==> config.mk <==
export PLATFORM = sky130hd
export DESIGN_NAME = hilo_unit_flat
export DESIGN_NICKNAME = d
export VERILOG_FILES = /design/src/rtl/hilo_pkg.sv /design/src/rtl/hilo_if.sv /design/src/rtl/hilo_accum.sv /design/src/rtl/hilo_unit.sv /design/src/flat_wrapper.sv
export SDC_FILE = /design/constraint.sdc
export NUM_CORES = 1
export LEC_CHECK = 0
export ABC_AREA = 1
export CAP_MARGIN = 20
export CELL_PAD_IN_SITES_DETAIL_PLACEMENT = 1
export CELL_PAD_IN_SITES_GLOBAL_PLACEMENT = 1
export CORE_MARGIN = 2
export CORE_UTILIZATION = 37
export CTS_BUF_LIST = sky130_fd_sc_hd__clkbuf_8 sky130_fd_sc_hd__clkbuf_16
export DETAILED_ROUTE_END_ITERATION = 8
export GPL_TIMING_DRIVEN = 0
export PLACE_DENSITY = 0.91
export SLEW_MARGIN = 20
export SYNTH_ARGS = -nofsm -noshare
export SYNTH_HDL_FRONTEND = slang
export SYNTH_SLANG_ARGS = --single-unit
==> constraint.sdc <==
create_clock -name CLK -period 24.5 [get_ports CLK]
set_input_delay 6.125 -clock CLK [delete_from_list [all_inputs] [get_ports CLK]]
set_output_delay 6.125 -clock CLK [all_outputs]
set_load 0.02 [all_outputs]
==> src/rtl/hilo_pkg.sv <==
// hilo_pkg: shared encodings for the HI/LO result stage.
// Opcodes, FSM state encodings, accumulate kinds and the default data width.
package hilo_pkg;

  localparam int DATA_W_DEF = 32;

  typedef enum logic [2:0] {
    OP_NOP  = 3'b000,
    OP_MULT = 3'b001,
    OP_MTHI = 3'b010,
    OP_MTLO = 3'b011,
    OP_MFHI = 3'b100,
    OP_MFLO = 3'b101,
    OP_MADD = 3'b110,
    OP_MSUB = 3'b111
  } op_e;

  typedef enum logic [1:0] {
    ST_IDLE = 2'd0,
    ST_WAIT = 2'd1,
    ST_WB   = 2'd2
  } state_e;

  // How the write-back combines the product with the current {Hi,Lo}.
  typedef enum logic [1:0] {
    ACC_PASS = 2'd0,
    ACC_ADD  = 2'd1,
    ACC_SUB  = 2'd2
  } acc_kind_e;

endpackage

==> src/rtl/hilo_if.sv <==
// hilo_if: decode request, multiplier handshake and architectural HI/LO view.
// Handshake: a decode request transfers on a rising CLK edge where
// OpValid=1 and Stall=0; while Stall=1 decode must hold Op/RsData/RtData.
// MulStart and MulDone are single-cycle pulses, ReadValid qualifies
// ReadData for exactly one cycle. DbgState mirrors the FSM state.
interface hilo_if #(
  parameter int DATA_W = 32
);
  logic                  OpValid;
  logic [2:0]            Op;
  logic [DATA_W-1:0]     RsData;
  logic [DATA_W-1:0]     RtData;
  logic                  MulStart;
  logic [DATA_W-1:0]     MulA;
  logic [DATA_W-1:0]     MulB;
  logic                  MulDone;
  logic [2*DATA_W-1:0]   MulProduct;
  logic                  Stall;
  logic                  ReadValid;
  logic [DATA_W-1:0]     ReadData;
  logic [DATA_W-1:0]     Hi;
  logic [DATA_W-1:0]     Lo;
  logic                  Error;
  logic [1:0]            DbgState;

  // The HI/LO unit side.
  modport slave (
    input  OpValid, Op, RsData, RtData, MulDone, MulProduct,
    output MulStart, MulA, MulB, Stall, ReadValid, ReadData, Hi, Lo, Error, DbgState
  );

  // The decode / multiplier / environment side.
  modport master (
    output OpValid, Op, RsData, RtData, MulDone, MulProduct,
    input  MulStart, MulA, MulB, Stall, ReadValid, ReadData, Hi, Lo, Error, DbgState
  );
endinterface

==> src/rtl/hilo_accum.sv <==
// hilo_accum: write-back datapath for {Hi,Lo}.
// Macro HILO_MADD_EN builds the accumulate adder/subtractor; without it the
// product passes straight through and the accumulate inputs are unused.
module hilo_accum
  import hilo_pkg::*;
#(
  parameter int W = 2 * DATA_W_DEF
) (
  input  acc_kind_e      kind_i,
  input  logic [W-1:0]   acc_i,
  input  logic [W-1:0]   prod_i,
  output logic [W-1:0]   res_o
);

`ifdef HILO_MADD_EN
  // Select pass-through, modulo add or modulo subtract of the product.
  always_comb begin
    res_o = prod_i;
    case (kind_i)
      ACC_ADD: res_o = acc_i + prod_i;
      ACC_SUB: res_o = acc_i - prod_i;
      default: res_o = prod_i;
    endcase
  end
`else
  assign res_o = prod_i;

  logic unused_acc;
  assign unused_acc = ^{acc_i, kind_i};
`endif

endmodule

==> src/rtl/hilo_unit.sv <==
// hilo_unit: HI/LO result stage behind the iterative multiplier.
// Launches the multiplier with latched operands, waits (with timeout) for
// the product, writes {Hi,Lo} and stalls decode while a multiply is busy.
// Macro HILO_MADD_EN enables MADD/MSUB (Op 110/111); otherwise they act as NOP.
module hilo_unit
  import hilo_pkg::*;
#(
  parameter int DATA_W   = DATA_W_DEF,
  parameter int MAX_WAIT = 128,
  parameter int CNT_W    = 8
) (
  input  logic   CLK,
  input  logic   Reset,
  hilo_if.slave  bus
);

  localparam int PW = 2 * DATA_W;
  localparam logic [CNT_W-1:0] CNT_LAST = CNT_W'(MAX_WAIT - 1);

  state_e            state_q;
  logic [CNT_W-1:0]  cnt_q;
  acc_kind_e         kind_q;
  logic [PW-1:0]     prod_q;
  logic [DATA_W-1:0] hi_q;
  logic [DATA_W-1:0] lo_q;
  logic [DATA_W-1:0] mula_q;
  logic [DATA_W-1:0] mulb_q;
  logic [DATA_W-1:0] rdata_q;
  logic              mulstart_q;
  logic              rvalid_q;
  logic              err_q;

  logic              op_active;
  logic              op_is_mul;
  acc_kind_e         op_kind;
  logic              accept;
  logic [PW-1:0]     hilo_d;

  // Decode the opcode into "does something", "launches multiplier" and kind.
  always_comb begin
    op_active = 1'b0;
    op_is_mul = 1'b0;
    op_kind   = ACC_PASS;
    case (op_e'(bus.Op))
      OP_MULT: begin
        op_active = 1'b1;
        op_is_mul = 1'b1;
      end
      OP_MTHI, OP_MTLO, OP_MFHI, OP_MFLO: op_active = 1'b1;
`ifdef HILO_MADD_EN
      OP_MADD: begin
        op_active = 1'b1;
        op_is_mul = 1'b1;
        op_kind   = ACC_ADD;
      end
      OP_MSUB: begin
        op_active = 1'b1;
        op_is_mul = 1'b1;
        op_kind   = ACC_SUB;
      end
`endif
      default: ;
    endcase
  end

  // Only real requests are held off; NOP-like codes never stall.
  assign bus.Stall = bus.OpValid & op_active & (state_q != ST_IDLE);
  assign accept    = bus.OpValid & op_active & (state_q == ST_IDLE);

  hilo_accum #(.W(PW)) u_accum (
    .kind_i (kind_q),
    .acc_i  ({hi_q, lo_q}),
    .prod_i (prod_q),
    .res_o  (hilo_d)
  );

  // Control FSM with registered outputs, timeout counter and HI/LO state.
  always_ff @(posedge CLK or posedge Reset) begin
    if (Reset) begin
      state_q    <= ST_IDLE;
      cnt_q      <= '0;
      kind_q     <= ACC_PASS;
      prod_q     <= '0;
      hi_q       <= '0;
      lo_q       <= '0;
      mula_q     <= '0;
      mulb_q     <= '0;
      rdata_q    <= '0;
      mulstart_q <= 1'b0;
      rvalid_q   <= 1'b0;
      err_q      <= 1'b0;
    end else begin
      mulstart_q <= 1'b0;
      rvalid_q   <= 1'b0;
      case (state_q)
        ST_IDLE: begin
          if (accept) begin
            if (op_is_mul) begin
              mula_q     <= bus.RsData;
              mulb_q     <= bus.RtData;
              mulstart_q <= 1'b1;
              cnt_q      <= '0;
              kind_q     <= op_kind;
              state_q    <= ST_WAIT;
            end else begin
              case (op_e'(bus.Op))
                OP_MTHI: hi_q <= bus.RsData;
                OP_MTLO: lo_q <= bus.RsData;
                OP_MFHI: begin
                  rdata_q  <= hi_q;
                  rvalid_q <= 1'b1;
                end
                OP_MFLO: begin
                  rdata_q  <= lo_q;
                  rvalid_q <= 1'b1;
                end
                default: ;
              endcase
            end
          end
        end
        ST_WAIT: begin
          cnt_q <= cnt_q + 1'b1;
          if (bus.MulDone) begin
            prod_q  <= bus.MulProduct;
            state_q <= ST_WB;
          end else if (cnt_q == CNT_LAST) begin
            // Multiplier never answered: flag it and free the pipeline.
            err_q   <= 1'b1;
            state_q <= ST_IDLE;
          end
        end
        ST_WB: begin
          {hi_q, lo_q} <= hilo_d;
          state_q      <= ST_IDLE;
        end
        default: state_q <= ST_IDLE;
      endcase
    end
  end

  assign bus.MulStart  = mulstart_q;
  assign bus.MulA      = mula_q;
  assign bus.MulB      = mulb_q;
  assign bus.ReadValid = rvalid_q;
  assign bus.ReadData  = rdata_q;
  assign bus.Hi        = hi_q;
  assign bus.Lo        = lo_q;
  assign bus.Error     = err_q;
  assign bus.DbgState  = state_q;

endmodule

==> src/flat_wrapper.sv <==
// flat-port wrapper written by rule: the top's interface ports become plain ports
module hilo_unit_flat import hilo_pkg::*;
#(
  parameter int DATA_W   = DATA_W_DEF,
  parameter int MAX_WAIT = 128,
  parameter int CNT_W    = 8
)
  (CLK, Reset, bus_OpValid, bus_Op, bus_RsData, bus_RtData, bus_MulDone, bus_MulProduct, bus_MulStart, bus_MulA, bus_MulB, bus_Stall, bus_ReadValid, bus_ReadData, bus_Hi, bus_Lo, bus_Error, bus_DbgState);
  hilo_if #(.DATA_W(DATA_W)) bus_i ();
  input  logic CLK;
  input  logic Reset;
  input wire logic [$bits(bus_i.OpValid)-1:0] bus_OpValid;
  input wire logic [$bits(bus_i.Op)-1:0] bus_Op;
  input wire logic [$bits(bus_i.RsData)-1:0] bus_RsData;
  input wire logic [$bits(bus_i.RtData)-1:0] bus_RtData;
  input wire logic [$bits(bus_i.MulDone)-1:0] bus_MulDone;
  input wire logic [$bits(bus_i.MulProduct)-1:0] bus_MulProduct;
  output wire logic [$bits(bus_i.MulStart)-1:0] bus_MulStart;
  output wire logic [$bits(bus_i.MulA)-1:0] bus_MulA;
  output wire logic [$bits(bus_i.MulB)-1:0] bus_MulB;
  output wire logic [$bits(bus_i.Stall)-1:0] bus_Stall;
  output wire logic [$bits(bus_i.ReadValid)-1:0] bus_ReadValid;
  output wire logic [$bits(bus_i.ReadData)-1:0] bus_ReadData;
  output wire logic [$bits(bus_i.Hi)-1:0] bus_Hi;
  output wire logic [$bits(bus_i.Lo)-1:0] bus_Lo;
  output wire logic [$bits(bus_i.Error)-1:0] bus_Error;
  output wire logic [$bits(bus_i.DbgState)-1:0] bus_DbgState;
  assign bus_i.OpValid = bus_OpValid;
  assign bus_i.Op = bus_Op;
  assign bus_i.RsData = bus_RsData;
  assign bus_i.RtData = bus_RtData;
  assign bus_i.MulDone = bus_MulDone;
  assign bus_i.MulProduct = bus_MulProduct;
  assign bus_MulStart = bus_i.MulStart;
  assign bus_MulA = bus_i.MulA;
  assign bus_MulB = bus_i.MulB;
  assign bus_Stall = bus_i.Stall;
  assign bus_ReadValid = bus_i.ReadValid;
  assign bus_ReadData = bus_i.ReadData;
  assign bus_Hi = bus_i.Hi;
  assign bus_Lo = bus_i.Lo;
  assign bus_Error = bus_i.Error;
  assign bus_DbgState = bus_i.DbgState;
  hilo_unit #(.DATA_W(DATA_W), .MAX_WAIT(MAX_WAIT), .CNT_W(CNT_W)) u_core (.CLK(CLK), .Reset(Reset), .bus(bus_i));
endmodule
# Yosys cells after proc, flatten, opt, wreduce, memory -nomap -nowiden
# Index checks and enable logic that the tools add are counted.
[totals] register_bits=237 in_bits=135 word_cells=72 out_inout_bits=166
[op_classes] muxes=26 bitwise=5 n_reduce_logical=15 add_sub_neg=1 n_eq_ne=14
[op_table] op="32-bit two-way mux" n=6
[op_table] op="32-bit case mux with 2 select lines" n=3
[op_table] op="8-bit two-way mux" n=2
[op_table] op="8-bit case mux with 2 select lines" n=1
[op_table] op="3-bit AND reduction" n=4
[op_table] op="4-bit AND reduction" n=3
[op_table] op="1-bit two-way mux" n=9
[op_table] op="8-bit by 1-bit adder with 8-bit output, second input constant" n=1
[op_table] op="8-bit by 7-bit equality test with 1-bit output, second input constant" n=1
[op_table] op="2-bit two-way mux" n=4
[op_table] op="2-bit nonzero test" n=4
[op_table] op="3-bit by 2-bit equality test with 1-bit output, second input constant" n=2
[op_table] op="3-bit equality test, second input constant" n=2
[op_table] op="2-bit != test, second input constant" n=3
[op_table] op="5-bit OR reduction" n=1
[op_table] op="2-bit by 1-bit != test with 1-bit output, second input constant" n=2
[op_table] op="2-bit case mux with 2 select lines" n=1
[op_table] op="1-bit AND" n=3
[op_table] op="3-bit by 1-bit equality test with 1-bit output, second input constant" n=1
[op_table] op="3-bit by 2-bit != test with 1-bit output, second input constant" n=1
[op_table] op="2-bit by 1-bit equality test with 1-bit output, second input constant" n=1
[op_table] op="2-bit equality test, second input constant" n=1
[op_table] op="2-bit logical NOT" n=1
[op_table] op="1-bit inverter" n=2
[op_table] op="other kinds (2)" n=2

# Longest topological paths before layout
# Gate-level depths: netlist (run 1).
[depth] depth_word=7 mapped_depth=9 ltp_nobuf=8

# Cells and area by module
# A second synthesis (run 1) with hierarchy kept.
[unflattened] cells_unflattened=1405 area_unflattened_um2=10954.3
[by_module_without_submodules] module="hilo_unit" area_per_inst_um2=10473.8 cells_per_inst=1341 instances=1 seq_area_each_um2=5930.7
[by_module_without_submodules] module="hilo_accum" area_per_inst_um2=480.5 cells_per_inst=64 instances=1 seq_area_each_um2=0.0

# Worst setup path after synthesis (run 1)
# Ideal clock, no wire load.
[synth_path] path_kind="in2out" startpoint="in bus_Op[1]" endpoint="out bus_Stall" arrival_time_ps=6871 setup_slack_ps=11504 t_required_ps=18375 n_path_buf=0 path_stages=5 path_cell_list="inv_1 > ha_1 > nand2_1 > nand2_1 > nor2_1"
[synth_via] elab_chain_cells=5 word_cells_on_any_way=9 cone_classes="eq/ne (5); mux (1); bitwise (2); reduce/logical (1)"
[synth_rtl] element="start: declaration" line="flat_wrapper.sv:13" text="input wire logic [$bits(bus_i.Op)-1:0] bus_Op;"
[synth_rtl] element="3-bit by 1-bit equality test with 1-bit output (tied with other cells)" line="hilo_unit.sv:44" text="case (op_e'(bus.Op))"
[synth_rtl] element="5-bit OR reduction (no source line) (*)"
[synth_rtl] element="1-bit two-way mux (*)" line="hilo_unit.sv:44"
[synth_rtl] element="1-bit AND (*) (2 in a row)" line="hilo_unit.sv:67" text="assign bus.Stall = bus.OpValid & op_active & (state_q != ST_IDLE);"
[synth_rtl] element="end: declaration" line="flat_wrapper.sv:21" text="output wire logic [$bits(bus_i.Stall)-1:0] bus_Stall;"
# Mark *: on every way between the ends. The rest lies on a longest branch, timed or not.

# Final worst setup path (run 1)
# Same ends and word-level chain as after synthesis.

==> results of run 1 <==
==> through the flow <==
step           cells  utilization [%]  total power [uW]  setup slack [ns]  hold slack (ns)
2_1_floorplan   1244                -               859             11.50            0.449
3_3_place_gp    1922             49.9              1120              8.78            0.463
3_5_place_dp    1925             50.2              1150             10.36            0.466
4_1_cts         1967             53.2              1550             10.34            0.482
5_1_grt         1970             53.2              1620             10.20            0.496
6_report        1970             53.2              1540             10.34            0.478
==> layout make-up <==
| cell class | count | area [um2] |
|---|---|---|
| tap | 378 | 473 |
| multi-input combinational | 901 | 3860 |
| inverter | 31 | 124 |
| clock buffer | 31 | 731 |
| fill | 3304 | 12900 |
| timing repair buffer | 303 | 3090 |
| buffer | 75 | 403 |
| sequential | 237 | 5930 |
| clock inverter | 11 | 95.1 |
| antenna | 3 | 7.51 |
==> routing by layer <==
layer | part of all wire (%) | up-vias | wire (um) | track usage (%)
met2 | 51 | 294 | 19800 | 47.9
met1 | 40 | 4985 | 15600 | 32.9
met3 | 5.2 | 92 | 2050 | 4.12
met5 | 0 | - | 0 | 0
met4 | 4.0 | 0 | 1550 | 11.0
li1 | - | 4574 | - | -
==> power by group through the flow <==
| stage | Combinational (uW) | Sequential, uW | Clock [uW] |
|---|---|---|---|
| final | 528 | 623 | 388 |
| after global routing | 575 | 636 | 411 |
| after CTS | 534 | 621 | 395 |
| after detailed placement | 526 | 625 | 0 |
| after global placement | 504 | 617 | 0 |
| after floorplan | 153 | 706 | 0 |
==> cells by family (layout without fill, tap and decap cells) <==
| kind of cell | count (synthesis) | count (layout) | share of synthesized area, % |
|---|---|---|---|
| other cells | 0 | 3 | 0 |
| compound gates | 101 | 101 | 5.21 |
| flops | 237 | 237 | 57.5 |
| fa+ha+maj | 2 | 2 | 0.243 |
| simple gates | 798 | 798 | 32.0 |
| buf+inv | 106 | 451 | 5.04 |
==> how the worst max path moves through the flow <==
stage / startpoint / to / slack (ns)
finish: bus_Op[1] / bus_Stall / 10.34
global route: bus_Op[1] / bus_Stall / 10.20
CTS: bus_Op[1] / bus_Stall / 10.34
detailed placement: bus_Op[1] / bus_Stall / 10.36
global placement: Reset / u_core.bus.MulA[8]$_DFFE_PP0P_ / 8.78
floorplan: bus_Op[1] / bus_Stall / 11.50
==> Yosys cell counts <==
library cell | n | area share (%)
a21o_1 | 1 | 0.073
a21oi_1 | 1 | 0.048
a31o_2 | 1 | 0.085
and2_1 | 1 | 0.061
buf_2 | 34 | 1.7
buf_4 | 17 | 1.2
buf_6 | 2 | 0.22
clkbuf_1 | 22 | 0.80
dfrtp_1 | 237 | 58
ha_1 | 2 | 0.24
inv_1 | 28 | 1.0
inv_2 | 3 | 0.11
nand2_1 | 628 | 23
nand2_2 | 2 | 0.12
nand2_4 | 1 | 0.11
nand3_1 | 122 | 5.9
nand3_2 | 1 | 0.097
nand3_4 | 1 | 0.17
nand3b_1 | 1 | 0.073
nor2_1 | 4 | 0.15
nor2_4 | 1 | 0.11
nor2_8 | 1 | 0.19
o21ai_0 | 56 | 2.7
o21ai_1 | 39 | 1.9
o21ai_4 | 2 | 0.32
o31ai_1 | 1 | 0.073
or2_2 | 35 | 2.1
==> flip-flops by register name, indices dropped and copies added, names as in the netlist <==
name,count
u_core.bus.DbgState,2
u_core.bus.MulB,32
u_core.bus.ReadValid,1
u_core.bus.ReadData,32
u_core.bus.MulA,32
u_core.cnt_q,8
u_core.bus.Lo,32
u_core.bus.Error,1
u_core.bus.MulStart,1
u_core.bus.Hi,32
u_core.prod_q,64
==> critical path, delay by kind of cell <==
family                   cells  cell delay (ns)
AND/OR/NAND/NOR              3             0.34
buffers and inverters        3             1.27
adder cells (fa/ha/maj)      1             0.29
==> key figures, run 1 <==
Run status
  • Status: complete, no violations

Timing
  • Clock Skews: 0.0178 ns
  • Slew at the pin with the worst max-slew slack: 0.759 ns
  • Fin. Hold Viols: 0
  • Slew Limit Headroom: 49.4%
  • Count of final setup violators: 0
  • RSZ-0062 raised after global routing: no
  • Final Cycle Share: 57.8%
  • Slew Viols, Final: 0
  • Fmax: 70.6 MHz
  • Aggregate negative setup slack: 0 ns
  • Period minus WS final: 14.16 ns

Logic synthesis
  • Syn_area_per_cell: 8.29 um2
  • Instance count of the mapped netlist: 1244
  • Register bit total from synthesis: 237
  • Syn_nets: 1381
  • Synth unique cells: 27
  • Sequential share of the synthesized area: 57.5%
  • Netlist Area Pre-Place: 10300 um2
  • Warnings from Yosys: 0

Power
  • Combinational share of power: 34.3%
  • Reg power frac: 40.4%
  • Static Leak: 0.00726 uW
  • Worst vdd ir: 0.0473 mV
  • Switching share of power: 35.5%
  • Cell Pwr Density: 105 nW/um2
  • Clock power frac: 25.2%
  • Internal cell power: 993 uW
  • Net Sw Power: 546 uW

Layout
  • Most frequent cells in the layout: nand2_1, clkdlybuf4s50_1, dfrtp_1
  • Fraction of layout instances using a drive strength above 1: 8.75%
  • NumNets Final: 1713
  • Most common cell after layout, fill and taps aside: nand2_1
  • Area delta synth->final: 42.7%
  • Design area: 14700 um2

Clock network
  • CTS tree: done
  • # clock sinks: 237
  • H-tree levels: 1
  • Latest clock arrival within the worst-skew pair: 0.53 ns
  • Clock root cell: clkbuf_16
  • CTS Buffer Depth: 3
  • Cts hold-fix bufs: 0
  • Post CTS Setup Buffer Count: 0
  • Clock slew at reported path FFs: 0.05 ns
  • CTS Buf Count: 27
  • CTS resizes: 0

GRT
  • Antenna violations before repair: 4
  • First-pass GRT wire length: 61.1 mm
  • Maximum number of pins on one net before global-route repair: 77
  • GR Overflow Total: 0
  • Vias in the first global route: 11000
  • Total track usage: 27.0%

Critical path
  • Register-to-register setup slack: 22.60 ns
  • Critical path cell sequence: clkdlybuf4s50_1, inv_1, ha_1, nand2_1, nand2_1, nor2_1, clkdlybuf4s50_1
  • Kind of critical path: in2out
  • CP startpoint kind: primary input
  • Worst Path Required: 18.38 ns
  • R2r worst-path depth: 7
  • Critical path's largest stage delay: 0.64 ns
  • Reg-to-reg startpoint: u_core.bus.DbgState[0]$_DFFE_PP0P_
  • Crit path capture type: output pin
  • CP max FO: 3
  • Slowest-stage cell, CP: clkdlybuf4s50_1
  • R2r endpoint: u_core.bus.Hi[2]$_DFFE_PP0P_
  • Critical Path AT: 8.04 ns

Floorplanning
  • Total core area: 27600 um2
  • Die ar.: 29200 um2
  • Die X: 171 um
  • Site row count: 61
  • Initial cell density of the core: 37.3%
  • Ports: 301
  • Die height: 171 um

Detailed routing
  • Wirelength, routed: 39.1 mm
  • DRC violations left: 0
  • Vias per cell: 5.05
  • DRT iter0 DRCs: 638
  • 1st-pass router iterations: 5
  • Wire per inst: 19.8 um
  • Antenna-violating nets left: 0
  • Detailed-route via count: 9945

Worst hold path
  • Hold Path Sink: u_core.prod_q[33]$_DFFE_PP0P_
  • Hold wc startpoint: u_core.prod_q[33]$_DFFE_PP0P_
  • Hold Path Cell Cnt: 2
  • Hold Crit Class: reg2reg

Place
  • Final HPWL DP: 29.1 mm
  • Port Buf Inserts: 300
  • Gpl congestion: 0.844
  • Cell area after placement: 13900 um2

Run
  • Max cap viols: 0
Note: power is estimated with default switching activity, not from simulation.
==> inputs of run 2 (changes only) <==
- CORE_UTILIZATION: 37 -> 35
- PLACE_DENSITY: 0.91 -> 0.87
- clock period: 24.5 -> 13.45 ns (I/O delays scaled with it)
==> key figures, run 2 (synthesis gave the netlist of run 1 again) <==
Run status
  • Status: complete, no violations (unchanged)

Power
  • Overall Power: 2940 uW (was 1540 uW)
  • Internal cell power: 1940 uW (was 993 uW)
  • Net Sw Power: 1010 uW (was 546 uW)
  • Clock power frac: 29.2% (was 25.2%)
  • Static Leak: 0.00733 uW (was 0.00726 uW)
  • Worst vdd ir: 0.0900 mV (was 0.0473 mV)
  • Reg power frac: 38.3% (was 40.4%)
  • Combinational share of power: 32.5% (was 34.3%)
  • Switching share of power: 34.2% (was 35.5%)
  • Cell Pwr Density: 197 nW/um2 (was 105 nW/um2)

Run
  • Max cap viols: 0 (unchanged)

Detailed routing
  • Vias per cell: 4.93 (was 5.05)
  • DRT iter0 DRCs: 569 (was 638)
  • Detailed-route via count: 9786 (was 9945)
  • Antenna-violating nets left: 0 (unchanged)
  • Top Layer Used: met4 (unchanged)
  • Wirelength, routed: 38.4 mm (was 39.1 mm)
  • 1st-pass router iterations: 5 (unchanged)
  • DRC violations left: 0 (unchanged)
  • Routed length on met1: 16.1 mm (was 15.6 mm)
  • WL met2: 18.7 mm (was 19.8 mm)
  • Routed wl met3: 2.05 mm (about the same)
  • Wire per inst: 19.3 um (was 19.8 um)

GRT
  • GR Overflow Total: 0 (unchanged)
  • First-pass GRT wire length: 60.4 mm (was 61.1 mm)
  • Maximum number of pins on one net before global-route repair: 95 (was 77)
  • Antenna violations before repair: 7 (was 4)
  • Total track usage: 25.2% (was 27.0%)
  • Vias in the first global route: 10700 (was 11000)

Layout
  • Most common cell after layout, fill and taps aside: nand2_1 (unchanged)
  • Largest reg by FF count: u_core.prod_q (unchanged)
  • Util after Layout: 51.7% (was 53.2%)
  • Max FFs per register: 64 (unchanged)
  • Most frequent cells in the layout: nand2_1, clkdlybuf4s50_1, dfrtp_1 (unchanged)
  • Area delta synth->final: 44.6% (was 42.7%)
  • Fillcell total: 3409 (was 3304)
  • NumNets Final: 1712 (was 1713)
  • Fraction of layout instances using a drive strength above 1: 9.35% (was 8.75%)

Timing
  • Aggregate negative setup slack: 0 ns (unchanged)
  • RSZ-0062 raised after global routing: no (unchanged)
  • Final Cycle Share: 63.7%
  • Period minus WS final: 8.57 ns
  • Fmax: 117 MHz
  • Slew Viols, Final: 0 (unchanged)
  • Count of final setup violators: 0 (unchanged)
  • Slew Limit Headroom: 51.7% (was 49.4%)
  • Slew at the pin with the worst max-slew slack: 0.725 ns (was 0.759 ns)
  • Fin. Hold Viols: 0 (unchanged)
  • Clock Skews: 0.0150 ns (was 0.0178 ns)
  • WHS: 0.478 ns (about the same)

Clock network
  • # clock sinks: 237 (unchanged)
  • Cts hold-fix bufs: 0 (unchanged)
  • Post CTS Setup Buffer Count: 0 (unchanged)
  • Latest clock arrival within the worst-skew pair: 0.55 ns (was 0.53 ns)
  • H-tree levels: 1 (unchanged)
  • CTS Buffer Depth: 3 (unchanged)
  • CTS Buf Count: 27 (unchanged)
  • CTS tree: done (unchanged)
  • Clock root cell: clkbuf_16 (unchanged)
  • Clock slew at reported path FFs: 0.06 ns (was 0.05 ns)
  • CTS resizes: 0 (unchanged)

Floorplanning
  • Total core area: 28900 um2 (was 27600 um2)
  • Die X: 176 um (was 171 um)
  • Die height: 176 um (was 171 um)
  • Site row count: 62 (was 61)
  • Initial cell density of the core: 35.7% (was 37.3%)
  • Die ar.: 30800 um2 (was 29200 um2)
  • Ports: 301 (unchanged)

Critical path
  • Crit path capture type: output pin (unchanged)
  • Critical path cell sequence: clkdlybuf4s50_1, inv_1, ha_1, nand2_1, nand2_1, nor2_1, clkdlybuf4s50_1 (unchanged)
  • Kind of critical path: in2out (unchanged)
  • R2r worst-path depth: 7 (unchanged)
  • Critical path's largest stage delay: 0.65 ns (was 0.64 ns)
  • Slowest-stage cell, CP: clkdlybuf4s50_1 (unchanged)
  • Worst Path Required: 10.09 ns (was 18.38 ns)
  • Sum of buffers and inverters on the critical path: 3 (unchanged)
  • CP Depth: 7 (unchanged)
  • CP max FO: 3 (unchanged)
  • CP startpoint kind: primary input (unchanged)
  • Largest delay contributor family on the critical path: buffers and inverters (unchanged)
  • Critical Path AT: 5.20 ns (was 8.04 ns)

Worst hold path
  • Hold Crit Class: reg2reg (unchanged)
  • Hold Path Cell Cnt: 2 (unchanged)

Place
  • Final HPWL DP: 28.4 mm (was 29.1 mm)
  • Port Buf Inserts: 300 (unchanged)
  • Gpl congestion: 0.821 (was 0.844)
==> run 2: changes by cell type in the layout (fill, tap and decap cells not counted) <==
cell | before | now
buf_16 | 3 | 2
diode_2 | 3 | 9
inv_1 | 35 | 30
clkbuf_8 | 4 | 5
clkinv_2 | 1 | 3
inv_6 | 0 | 2
bufinv_16 | 2 | 8
==> run 2: worst paths after layout <==
check                                                        start  slack, ns                               to
worst min-delay path               u_core.bus.MulB[24]$_DFFE_PP0P_       0.48  u_core.bus.MulB[24]$_DFFE_PP0P_
max in group asynchronous                                    Reset       9.22     u_core.bus.Lo[4]$_DFFE_PP0P_
worst min register to register     u_core.bus.MulB[24]$_DFFE_PP0P_       0.48  u_core.bus.MulB[24]$_DFFE_PP0P_
worst max register to register  u_core.bus.DbgState[0]$_DFFE_PP0P_      11.58     u_core.bus.Hi[6]$_DFFE_PP0P_
worst max-delay path                                     bus_Op[1]       4.88                        bus_Stall
min in group asynchronous                                    Reset       3.30  u_core.bus.MulA[19]$_DFFE_PP0P_
==> run 2: routing by layer <==
metal | vias up | track usage (%)
li1 | 4591 | -
met3 | 85 | 4.39
met5 | - | 0
met4 | 0 | 11.1
met1 | 4817 | 31.9
met2 | 293 | 42.4
==> run 2: power groups by stage <==
stage               Combinational, uW  Clock (uW)  Sequential (uW)
detailed placement                958           0             1130
global placement                  924           0             1120
CTS                               967         872             1130
global route                     1040         901             1160
floorplan                         279           0             1290
finish                            956         858             1130
==> run 2: worst register-to-register path, stage by stage (launching register included) <==
cell and delay [ns]:
dfrtp_1 0.43, inv_2 0.30, nand3_4 0.17, o21ai_4 0.25, nand2_1 0.19, buf_2 0.26, nand2_1 0.10, nand2_1 0.05
==> run 2: layout make-up <==
cell class	count	area, um2	share of cell area (%)
clock buffer	32	744	4.99
antenna	9	22.5	0.151
timing repair buffer	302	3060	20.5
inverter	31	124	0.831
buffer	75	403	2.70
clock inverter	16	284	1.91
tap	384	480	3.22
multi-input combinational	901	3860	25.9
sequential	237	5930	39.8
==> run 2: per-stage QoR <==
step	instances	cell area [um2]	setup WS, ns
after floorplan	1244	10300	3.58
after global placement	1928	13800	0.436
after detailed placement	1930	13900	4.89
after CTS	1978	14900	4.87
after global routing	1984	14900	4.75
final	1987	14900	4.88
